$ cat src/rtl/updown_dir_ctrl_if.sv
// Signal bundle between the direction controller and its environment:
// mode/limit/button/count inputs and the direction, reversal and error outputs.
interface updown_dir_ctrl_if;
  logic [1:0] mode;
  logic       btn_dir;
  logic [3:0] count;
  logic [3:0] lo_lim;
  logic [3:0] hi_lim;
  logic       upordown;
  logic       rev_pulse;
  logic [7:0] rev_cnt;
  logic       lim_err;

  modport master (
    output mode, btn_dir, count, lo_lim, hi_lim,
    input  upordown, rev_pulse, rev_cnt, lim_err
  );

  modport slave (
    input  mode, btn_dir, count, lo_lim, hi_lim,
    output upordown, rev_pulse, rev_cnt, lim_err
  );
endinterface

$ cat src/rtl/updown_dir_ctrl.sv
// Direction controller for an up/down counter: debounced manual direction,
// or automatic ping-pong between lo_lim and hi_lim with reversal counting.
module updown_dir_ctrl #(
  parameter int DB_CYCLES = 4
) (
  input  logic                clk,
  input  logic                reset,
  updown_dir_ctrl_if.slave    bus
);
  localparam int DBW = $clog2(DB_CYCLES + 1);
  localparam logic [DBW-1:0] DB_LAST = DBW'(DB_CYCLES - 1);

  typedef enum logic [1:0] {S_MAN, S_UP, S_DN, S_BAD} state_t;

  logic           sync1_q, sync1_d;
  logic           sync2_q, sync2_d;
  logic           db_val_q, db_val_d;
  logic [DBW-1:0] db_cnt_q, db_cnt_d;
  state_t         state_q, state_d;
  logic           upordown_q, upordown_d;
  logic [7:0]     rev_cnt_q, rev_cnt_d;
  logic           rev_pulse;

  logic           pp_mode;
  logic           lim_bad;
  logic           at_top;
  logic           at_bot;
  state_t         entry_state;

  // The run counts samples that disagree with the accepted value; any
  // agreeing sample restarts it.
  always_comb begin
    sync1_d  = bus.btn_dir;
    sync2_d  = sync1_q;
    db_val_d = db_val_q;
    db_cnt_d = '0;
    if (sync2_q != db_val_q) begin
      if (db_cnt_q == DB_LAST) begin
        db_val_d = sync2_q;
      end else begin
        db_cnt_d = db_cnt_q + 1'b1;
      end
    end
  end

  always_comb begin
    pp_mode = (bus.mode == 2'b01);
    lim_bad = (bus.lo_lim >= bus.hi_lim);
    at_top  = ({1'b0, bus.count} == ({1'b0, bus.hi_lim} - 5'd1));
    at_bot  = ({1'b0, bus.count} == ({1'b0, bus.lo_lim} + 5'd1));
    if (lim_bad) begin
      entry_state = S_BAD;
    end else if (bus.count < bus.hi_lim) begin
      entry_state = S_UP;
    end else begin
      entry_state = S_DN;
    end
  end

  // Direction is committed one edge ahead, so reversing when count is one
  // step short of a limit makes the counter land exactly on that limit.
  always_comb begin
    state_d   = state_q;
    rev_pulse = 1'b0;
    if (!pp_mode) begin
      state_d = S_MAN;
    end else begin
      case (state_q)
        S_MAN, S_BAD: state_d = entry_state;
        S_UP: begin
          if (lim_bad) begin
            state_d = S_BAD;
          end else if (at_top) begin
            state_d   = S_DN;
            rev_pulse = 1'b1;
          end else if (bus.count > bus.hi_lim) begin
            state_d = S_DN;
          end
        end
        S_DN: begin
          if (lim_bad) begin
            state_d = S_BAD;
          end else if (at_bot) begin
            state_d   = S_UP;
            rev_pulse = 1'b1;
          end else if (bus.count < bus.lo_lim) begin
            state_d = S_UP;
          end
        end
        default: state_d = S_MAN;
      endcase
    end

    case (state_d)
      S_UP:    upordown_d = 1'b1;
      S_DN:    upordown_d = 1'b0;
      S_MAN:   upordown_d = db_val_q;
      default: upordown_d = upordown_q;
    endcase

    rev_cnt_d = rev_cnt_q;
    if (rev_pulse && (rev_cnt_q != 8'hFF)) begin
      rev_cnt_d = rev_cnt_q + 8'd1;
    end
  end

  always_ff @(posedge clk or posedge reset) begin
    if (reset) begin
      sync1_q    <= 1'b0;
      sync2_q    <= 1'b0;
      db_val_q   <= 1'b0;
      db_cnt_q   <= '0;
      state_q    <= S_MAN;
      upordown_q <= 1'b1;
      rev_cnt_q  <= 8'd0;
    end else begin
      sync1_q    <= sync1_d;
      sync2_q    <= sync2_d;
      db_val_q   <= db_val_d;
      db_cnt_q   <= db_cnt_d;
      state_q    <= state_d;
      upordown_q <= upordown_d;
      rev_cnt_q  <= rev_cnt_d;
    end
  end

  assign bus.upordown  = upordown_q;
  assign bus.rev_pulse = rev_pulse;
  assign bus.rev_cnt   = rev_cnt_q;
  assign bus.lim_err   = (state_q == S_BAD) && pp_mode;
endmodule

$ cat src/flat_wrapper.sv
// flat-port wrapper written by rule: the top's interface ports become plain ports
module updown_dir_ctrl_flat 
#(
  parameter int DB_CYCLES = 4
)
  (clk, reset, bus_mode, bus_btn_dir, bus_count, bus_lo_lim, bus_hi_lim, bus_upordown, bus_rev_pulse, bus_rev_cnt, bus_lim_err);
  updown_dir_ctrl_if bus_i ();
  input  logic clk;
  input  logic reset;
  input wire logic [$bits(bus_i.mode)-1:0] bus_mode;
  input wire logic [$bits(bus_i.btn_dir)-1:0] bus_btn_dir;
  input wire logic [$bits(bus_i.count)-1:0] bus_count;
  input wire logic [$bits(bus_i.lo_lim)-1:0] bus_lo_lim;
  input wire logic [$bits(bus_i.hi_lim)-1:0] bus_hi_lim;
  output wire logic [$bits(bus_i.upordown)-1:0] bus_upordown;
  output wire logic [$bits(bus_i.rev_pulse)-1:0] bus_rev_pulse;
  output wire logic [$bits(bus_i.rev_cnt)-1:0] bus_rev_cnt;
  output wire logic [$bits(bus_i.lim_err)-1:0] bus_lim_err;
  assign bus_i.mode = bus_mode;
  assign bus_i.btn_dir = bus_btn_dir;
  assign bus_i.count = bus_count;
  assign bus_i.lo_lim = bus_lo_lim;
  assign bus_i.hi_lim = bus_hi_lim;
  assign bus_upordown = bus_i.upordown;
  assign bus_rev_pulse = bus_i.rev_pulse;
  assign bus_rev_cnt = bus_i.rev_cnt;
  assign bus_lim_err = bus_i.lim_err;
  updown_dir_ctrl #(.DB_CYCLES(DB_CYCLES)) u_core (.clk(clk), .reset(reset), .bus(bus_i));
endmodule
$ cat config.mk
export PLATFORM = sky130hd
export DESIGN_NAME = updown_dir_ctrl_flat
export DESIGN_NICKNAME = d
export VERILOG_FILES = /design/src/rtl/updown_dir_ctrl_if.sv /design/src/rtl/updown_dir_ctrl.sv /design/src/flat_wrapper.sv
export SDC_FILE = /design/constraint.sdc
export NUM_CORES = 1
export LEC_CHECK = 0
export ABC_AREA = 1
export BUFFER_PORTS_ARGS = -buffer_cell sky130_fd_sc_hd__buf_2
export CAP_MARGIN = 30
export CORE_MARGIN = 8
export CORE_UTILIZATION = 62
export CTS_BUF_LIST = sky130_fd_sc_hd__clkbuf_8
export DETAILED_ROUTE_END_ITERATION = 12
export MAX_ROUTING_LAYER = met4
export PLACE_DENSITY = 0.92
export SLEW_MARGIN = 20
export SYNTH_ARGS = -nofsm -noshare
export SYNTH_HDL_FRONTEND = slang
export SYNTH_SLANG_ARGS = --single-unit
$ cat constraint.sdc
create_clock -name clk -period 2.3 [get_ports clk]
set_input_delay 0.115 -clock clk [delete_from_list [all_inputs] [get_ports clk]]
set_output_delay 0.115 -clock clk [all_outputs]
set_load 0.01 [all_outputs]
==> flow_summary.toml, run 1 <==
[sta]
min_period_ns = 1.75
rsz0062_at_grt = "no"
fmax_ghz = 0.570
skew_ns = 0.00168
worst_pin_slew_ns = 0.614
whs_ns = 0.314
hold_violations = 0
slew_viol_final = 0
fin_tns_setup_ns = 0
slew_headroom_pct = 59.0
period_share_pct = 76.3
finalSetupViolCount = 0

[yosys]
yosysTopAreaCell = "dfrtp_1"
yosysWarnings = 0
netlist.area_leader.share_pct = 26.5
syn_nets = 241
syn_area_per_cell_sq_um = 7.36
yosys.cell_types.count = 29
synth_edf_count = 0
synth_cells = 205
synth.cell_area_sq_mm = 0.00151
async_flop_share_pct = 100
synth.area.top_cells = "dfrtp_1 27%, ha_1 16%, nand2_1 15%"
synthFlopType = "dfrtp_1"
ys_ff_latch = 17
ys_seq_area_share_pct = 28.3

[floorplan]
die_w_um = 65.3
dieArea_sq_mm = 0.00427
fp-row-count = 18
die_h_um = 65.3
start_util_pct = 63.2
coreArea_sq_mm = 0.00239
ios = 28

[pwr]
power_density_mw_per_mm2 = 512
internal-power_uw = 584
switching_share_pct = 34.0
p_leak_uw = 0.000988
comb_power_share_pct = 31.8
peakVddDrop_uv = 820
p_seq_share_pct = 42.2
clock_power_share_pct = 26.0
switchingPower_uw = 301

[global_route]
grt_pass1_wl_mm = 5.54
grt_pass1_vias = 1322
grt_util_met3_pct = 4.42
grt_start_max_net_pins = 18
antenna_found_initial = 0
met1_usage_pct = 18.4
grtUsageMet2_pct = 28.5
grt_usage_pct = 16.2
busiest_layer = "met2"
grt_overflow = 0

[critical_path]
r2r_start = "u_core.state_q[0]$_DFF_PP0_"
crit_path_end = "bus_rev_pulse"
cp-start-kind = "flip-flop"
r2r.worst_path.cells = 6
worstSetupStartpoint = "u_core.state_q[0]$_DFF_PP0_"
cpLargestDelayFamily = "simple AND/OR/NAND/NOR gates"
cp_max_fo = 9
required_ns = 2.18
critical_path_class = "reg2out"
reg2reg_slack_ns = 0.71
crit_buf_inv = 2
slowest_stage = "dfrtp_1"
cp.depth = 5
crit_arrival_ns = 1.64
worstSetupEndpointType = "output pin"
critPathMaxStageDelay_ns = 0.37
regToRegEndpoint = "u_core.bus.rev_cnt[6]$_DFFE_PP0P_"
cp_cell_sequence = "inv_1 > ha_1 > nor3_2 > and2_4 > buf_2"

[cts]
tritoncts = "yes"
numCtsBuffers = 3
post-cts-setup-buffers = 0
clockRootBuffer = "clkbuf_8"
path_clk_slew_ns = 0.07
h-tree-depth = 1
ctsHoldBuffers = 2
post_cts_resized = 0
worst_skew_pair.late_latency_ns = 0.25
clock_path_buffers = 2
clock-sinks = 17

[run_status]
status = "completed"

[job]
max_cap_violations = 0

[detailed_routing]
wl_per_cell_um = 12.2
routed_wl_mm = 3.27
postRouteAntennaNets = 0
avgViaCountPerCell = 5.16
drt_iter0_drc = 149
vias = 1379
drtPass1Iterations = 4
drc = 0

[finish]
final_common_cell = "nand2_1"
layout_common_cells = "59 x nand2_1, 33 x inv_1, 27 x buf_2"
regArea_sq_um = 427
fin_cells = 267
fill_cells = 198
drive_gt1_share_pct = 21.1
nNetsFinal = 274
multi_input_comb_area_sq_um = 920
antennaDiodeCount = 0
syn2layout_area_growth_pct = 14.7

[worst_hold_path]
hp-class = "in2reg"

[placement]
io_buffer_count = 27
hpwl_mm = 2.70
dp_cells = 261
gp_congestion = 0.831
==> worst reg2reg max path: stages, from the launching register on <==
cell     delay [ns]
dfrtp_1        0.37
inv_1          0.08
ha_1           0.34
nor3_2         0.18
and2_4         0.24
nand3_2        0.10
xor2_2         0.15
==> per-layer routing <==
metal | wire length, um | share of wire, % | up-vias
met5 | 0 | 0 | -
met4 | 8 | 0.24 | 0
met1 | 1410 | 43 | 627
li1 | - | - | 709
met3 | 213 | 6.5 | 2
met2 | 1640 | 50 | 41
==> power groups by stage <==
stage	Sequential [uW]	Clock [uW]	Combinational, uW
2_1_floorplan	377	0	197
3_3_place_gp	376	0	265
3_5_place_dp	379	0	276
4_1_cts	374	232	280
5_1_grt	378	242	322
6_report	374	230	282
==> worst min-delay path by stage <==
stage               slack (ns)  cells after the start   startpoint                           endpoint
finish                    0.31                      5  bus_mode[0]        u_core.state_q[0]$_DFF_PP0_
global route              0.35                      5  bus_mode[0]        u_core.state_q[0]$_DFF_PP0_
CTS                       0.31                      5  bus_mode[0]        u_core.state_q[0]$_DFF_PP0_
detailed placement        0.22                      2        reset       u_core.db_cnt_q[0]$_DFF_PP0_
global placement          0.21                      2        reset           u_core.sync1_q$_DFF_PP0_
floorplan                 0.04                      1        reset  u_core.bus.rev_cnt[0]$_DFFE_PP0P_
==> metrics by stage <==
stage / area, sq um / worst slack, ns / total power [uW] / utilization [%]
global route: 1730 / 0.448 / 942 / 72.5
finish: 1730 / 0.545 / 886 / 72.5
detailed placement: 1660 / 0.586 / 655 / 69.6
floorplan: 1510 / 0.774 / 574 / -
global placement: 1660 / 0.652 / 640 / 69.6
CTS: 1730 / 0.537 / 886 / 72.5
==> cell usage after synthesis, types with 2 or more instances <==
library cell  number
inv_1             33
nand2_1           59
nor2_2             2
o21ai_0            2
clkinv_1           2
dfrtp_1           16
inv_2              3
nand3b_1           2
xnor2_1            5
nor3_1             3
a21oi_1            7
nand3_1           17
nand3_2            5
ha_1              19
xor2_2             2
o21bai_1           2
nor2_1            14
==> registers in the layout, indices dropped and copies added (netlist names) <==
name and cells:
u_core.sync2_q 1, u_core.sync1_q 1, u_core.bus.upordown 1, u_core.bus.rev_cnt 8, u_core.state_q 2, u_core.db_val_q 1
u_core.db_cnt_q 3
==> area by class of cell <==
| class | count | share of cell area, % |
|---|---|---|
| Clock buffer | 3 | 2.39 |
| Clock inverter | 1 | 0.434 |
| Inverter | 38 | 8.24 |
| Multi-Input combinational cell | 149 | 53.1 |
| Sequential cell | 17 | 24.7 |
| Tap cell | 30 | 2.17 |
| Timing Repair Buffer | 29 | 8.97 |
==> kinds of logic after synthesis <==
group	Yosys count	synth area share [%]
AOI/OAI and AO/OA	12	4.39
xor gates and xnor gates	8	5.64
adders and majority gates	19	15.8
buffers and inverters	39	10.8
DFF	17	28.3
muxes	1	0.746
and+or+nand+nor	109	34.4
Note: power is estimated with default switching activity, not from simulation.
==> inputs of run 2 (changes only) <==
CORE_UTILIZATION = 57   (was 62)
PLACE_DENSITY = 0.86   (was 0.92)
clock period = 1.8 ns   (was 2.3 ns; I/O delays follow)
==> flow_summary.toml, run 2 (same netlist as run 1, synthesis figures left out) <==
[cts]
h-tree-depth = 1
tritoncts = "yes"
clock-sinks = 17
post_cts_resized = 0
worst_skew_pair.late_latency_ns = 0.26
clockRootBuffer = "clkbuf_8"
numCtsBuffers = 3
path_clk_slew_ns = 0.07
clock_path_buffers = 2

[finish]
syn2layout_area_growth_pct = 16.7
layout_common_cells = "59 x nand2_1, 33 x inv_1, 27 x buf_2"
drive_gt1_share_pct = 22.4
antennaDiodeCount = 0
final_common_cell = "nand2_1"
nNetsFinal = 278
finalInstanceArea_sq_mm = 0.00176
largest_reg_flops = 8

[sta]
period_share_pct = 93.6
hold_violations = 0
whs_ns = 0.272
fmax_ghz = 0.593
rsz0062_at_grt = "no"
slew_viol_final = 0
fin_tns_setup_ns = 0
finalSetupViolCount = 0
skew_ns = 0.00146
finalWorstSetupSlack_ns = 0.114
min_period_ns = 1.69
worst_pin_slew_ns = 0.617
slew_headroom_pct = 58.8

[detailed_routing]
drtPass1Iterations = 4
wl_per_cell_um = 11.8
drc = 0
vias = 1352
avgViaCountPerCell = 4.99
drt_iter0_drc = 52
routed_wl_mm = 3.20
postRouteAntennaNets = 0

[floorplan]
ios = 28
die_h_um = 67.5
start_util_pct = 60.4
die_w_um = 67.5
coreArea_sq_mm = 0.00250
fp-row-count = 18
dieArea_sq_mm = 0.00455

[worst_hold_path]
worstHoldPathCells = 6
hp-start = "bus_mode[1]"
hp-class = "in2reg"
min_to = "u_core.state_q[0]$_DFF_PP0_"

[critical_path]
cp-start-kind = "flip-flop"
r2r_start = "u_core.state_q[0]$_DFF_PP0_"
required_ns = 1.71
critical_path_class = "reg2out"
worstSetupEndpointType = "output pin"
worstSetupStartpoint = "u_core.state_q[0]$_DFF_PP0_"
regToRegEndpoint = "u_core.bus.rev_cnt[7]$_DFFE_PP0P_"
reg2reg_slack_ns = 0.15
cp_max_fo = 8
crit_arrival_ns = 1.60
r2r.worst_path.cells = 7

[global_route]
grt_start_max_net_pins = 18
grt_overflow = 0
antenna_found_initial = 0
grt_pass1_vias = 1261
grt_pass1_wl_mm = 5.34
grt_usage_pct = 15.3

[pwr]
power_uw = 1130
p_leak_uw = 0.00101
power_density_mw_per_mm2 = 643
peakVddDrop_uv = 842

[run_status]
status = "completed"

[job]
max_cap_violations = 0

[placement]
place_ws_ns = 0.137
io_buffer_count = 27
hpwl_mm = 2.61
placedInstanceArea_sq_mm = 0.00166
gp_congestion = 0.893
[run 2: cell count changes in the layout (fill, tap and decap cells not counted)]
cell / previous run / this run
buf_4: 0 / 4
[run 2: layer usage]
metal	track usage, %	up-vias	routed length [um]
met3	3.64	7	202
met4	4.18	0	57
li1	-	713	-
met5	-	-	0
met1	19.6	600	1500
met2	23.7	32	1440
[run 2: power by group]
part           internal [uW]  switching, uW  total (uW)
Combinational            149            209         358
Sequential               440           33.5         474
Clock                    156            143         300
[run 2: worst max-delay path by stage]
| stage | slack (ns) | to | cells after the start |
|---|---|---|---|
| after floorplan | 0.28 | u_core.bus.rev_cnt[6]$_DFFE_PP0P_ | 7 |
| after global placement | 0.18 | u_core.bus.rev_cnt[6]$_DFFE_PP0P_ | 13 |
| after detailed placement | 0.14 | u_core.bus.rev_cnt[6]$_DFFE_PP0P_ | 13 |
| after CTS | 0.06 | bus_rev_pulse | 5 |
| after global routing | 0.02 | bus_rev_pulse | 5 |
| final | 0.11 | bus_rev_pulse | 5 |
[run 2: layout make-up]
| cell class | count | area, sq um |
|---|---|---|
| Fill cell | 215 | 739 |
| Clock inverter | 1 | 7.51 |
| Sequential cell | 17 | 427 |
| Inverter | 38 | 143 |
| Timing Repair Buffer | 33 | 185 |
| Clock buffer | 3 | 41.3 |
| Multi-Input combinational cell | 149 | 920 |
| Tap cell | 30 | 37.5 |
[run 2: what timing repair did]
item,in CTS,in global routing
endpoints found under the setup margin,0,1
endpoints found under the hold margin,17,0
hold buffers,2,0
setup buffers,0,4
[run 2: metrics by stage]
stage	util (%)	std cells
after detailed placement	66.5	261
after global placement	66.5	261
after global routing	70.4	271
final	70.4	271
after floorplan	-	205
after CTS	69.2	267
[run 2: critical path, cell delays in order, from the launching register on]
cell and delay, ns:
dfrtp_1 0.38, inv_1 0.09, ha_1 0.34, nor3_2 0.17, and2_4 0.21, buf_2 0.15
==> inputs of run 3 (changes only) <==
CORE_UTILIZATION = 50   (was 57)
PLACE_DENSITY = 0.77   (was 0.86)
==> flow_summary.toml, run 3 (same netlist as run 1, synthesis figures left out) <==
[global_route]
grt_pass1_vias = 1326
antenna_found_initial = 0
grt_pass1_wl_mm = 5.47
grt_usage_pct = 13.4
grt_start_max_net_pins = 18
grt_overflow = 0

[floorplan]
ios = 28
die_w_um = 70.9
start_util_pct = 51.1
dieArea_sq_mm = 0.00503
fp-row-count = 20
coreArea_sq_mm = 0.00295
die_h_um = 70.9

[placement]
gp_congestion = 0.826
placedInstanceArea_sq_mm = 0.00167
hpwl_mm = 2.67
io_buffer_count = 27

[finish]
layout_common_cells = "59 x nand2_1, 34 x inv_1, 27 x buf_2"
finalInstanceArea_sq_mm = 0.00175
largest_reg_flops = 8
syn2layout_area_growth_pct = 16.2
drive_gt1_share_pct = 21.7
antennaDiodeCount = 0
final_common_cell = "nand2_1"
nNetsFinal = 277

[detailed_routing]
drc = 0
drtPass1Iterations = 4
vias = 1370
routed_wl_mm = 3.30
wl_per_cell_um = 12.1
postRouteAntennaNets = 0
avgViaCountPerCell = 5.02
drt_iter0_drc = 98

[critical_path]
regToRegEndpoint = "u_core.bus.rev_cnt[2]$_DFFE_PP0P_"
worstSetupEndpointType = "output pin"
crit_arrival_ns = 1.59
reg2reg_slack_ns = 0.15
cp_cell_sequence = "inv_1 > ha_1 > nor3_2 > and2_4 > buf_2"
cp-start-kind = "flip-flop"
r2r.worst_path.cells = 7
critical_path_class = "reg2out"
required_ns = 1.71
cp_max_fo = 6
slowest_stage = "dfrtp_1"
r2r_start = "u_core.state_q[0]$_DFF_PP0_"
critPathMaxStageDelay_ns = 0.39

[sta]
finalSetupViolCount = 0
rsz0062_at_grt = "no"
hold_violations = 0
fmax_ghz = 0.596
worst_pin_slew_ns = 0.627
period_share_pct = 93.2
slew_headroom_pct = 58.1
fin_tns_setup_ns = 0
skew_ns = 0.00515
min_period_ns = 1.68
slew_viol_final = 0

[worst_hold_path]
hp-start = "bus_mode[1]"
worstHoldPathCells = 6
min_to = "u_core.state_q[0]$_DFF_PP0_"
hp-class = "in2reg"

[job]
max_cap_violations = 0

[cts]
path_clk_slew_ns = 0.06
tritoncts = "yes"
clockRootBuffer = "clkbuf_8"
clock_path_buffers = 2
h-tree-depth = 1
worst_skew_pair.late_latency_ns = 0.25
numCtsBuffers = 3
clock-sinks = 17

[pwr]
power_density_mw_per_mm2 = 629
p_leak_uw = 0.00101
peakVddDrop_uv = 819

[run_status]
status = "completed"
-- run 3: cell count changes in the layout (fill, tap and decap cells not counted), sizes merged --
cell	before	now
clkinvlp	1	0
buf	31	30
inv	36	37
-- run 3: report_power, final --
| group | internal (uW) | total, uW | switching, uW |
|---|---|---|---|
| sequential | 441 | 474 | 33.6 |
| combinational | 149 | 359 | 209 |
| clock | 151 | 270 | 119 |
| total | 741 | 1100 | 362 |
-- run 3: area by class of cell --
type | count | area [sq um]
fillers | 273 | 1200
multi-input cells | 149 | 920
flip-flops and latches | 17 | 427
repair buffers | 32 | 178
inverters | 38 | 143
clock buffers | 3 | 41.3
well taps | 33 | 41.3
clock inverters | 1 | 3.75
-- run 3: timing repair --
action,CTS,global route
resized for setup,0,0
hold endpoints to repair,17,0
hold buffers,2,0
buffers inserted,0,3
endpoints found under the setup margin,0,1
-- run 3: routing by layer --
layer	share of wire, %	global-route usage [%]
met1	47	16.6
met2	47	21.3
met3	4.9	3.67
met4	0.67	2.77
met5	0	-
-- run 3: worst max-delay path by stage --
stage / startpoint / endpoint / slack, ns / depth (start not counted)
2_1_floorplan: u_core.state_q[0]$_DFF_PP0_ / u_core.bus.rev_cnt[6]$_DFFE_PP0P_ / 0.28 / 7
3_3_place_gp: bus_hi_lim[1] / u_core.bus.rev_cnt[6]$_DFFE_PP0P_ / 0.17 / 13
3_5_place_dp: bus_hi_lim[1] / u_core.bus.rev_cnt[6]$_DFFE_PP0P_ / 0.12 / 13
4_1_cts: u_core.state_q[0]$_DFF_PP0_ / bus_rev_pulse / 0.06 / 5
5_1_grt: u_core.state_q[0]$_DFF_PP0_ / bus_rev_pulse / 0.04 / 5
6_report: u_core.state_q[0]$_DFF_PP0_ / bus_rev_pulse / 0.12 / 5
-- run 3: metrics by stage --
stage / setup slack [ns] / power [uW] / hold WS (ns) / std cells / utilization, %
3_5_place_dp: 0.119 / 837 / 0.205 / 264 / 56.4
3_3_place_gp: 0.167 / 822 / 0.198 / 264 / 56.4
4_1_cts: 0.0649 / 1110 / 0.301 / 270 / 58.6
5_1_grt: 0.0380 / 1190 / 0.335 / 273 / 59.4
2_1_floorplan: 0.276 / 733 / 0.0153 / 205 / -
6_report: 0.122 / 1100 / 0.306 / 273 / 59.4
-- run 3: critical path: cells and delay by family (launching register included) --
family | cells | cell delay (ns)
fa+ha+maj | 1 | 0.33
buf+inv | 2 | 0.23
flops | 1 | 0.39
simple gates | 2 | 0.39
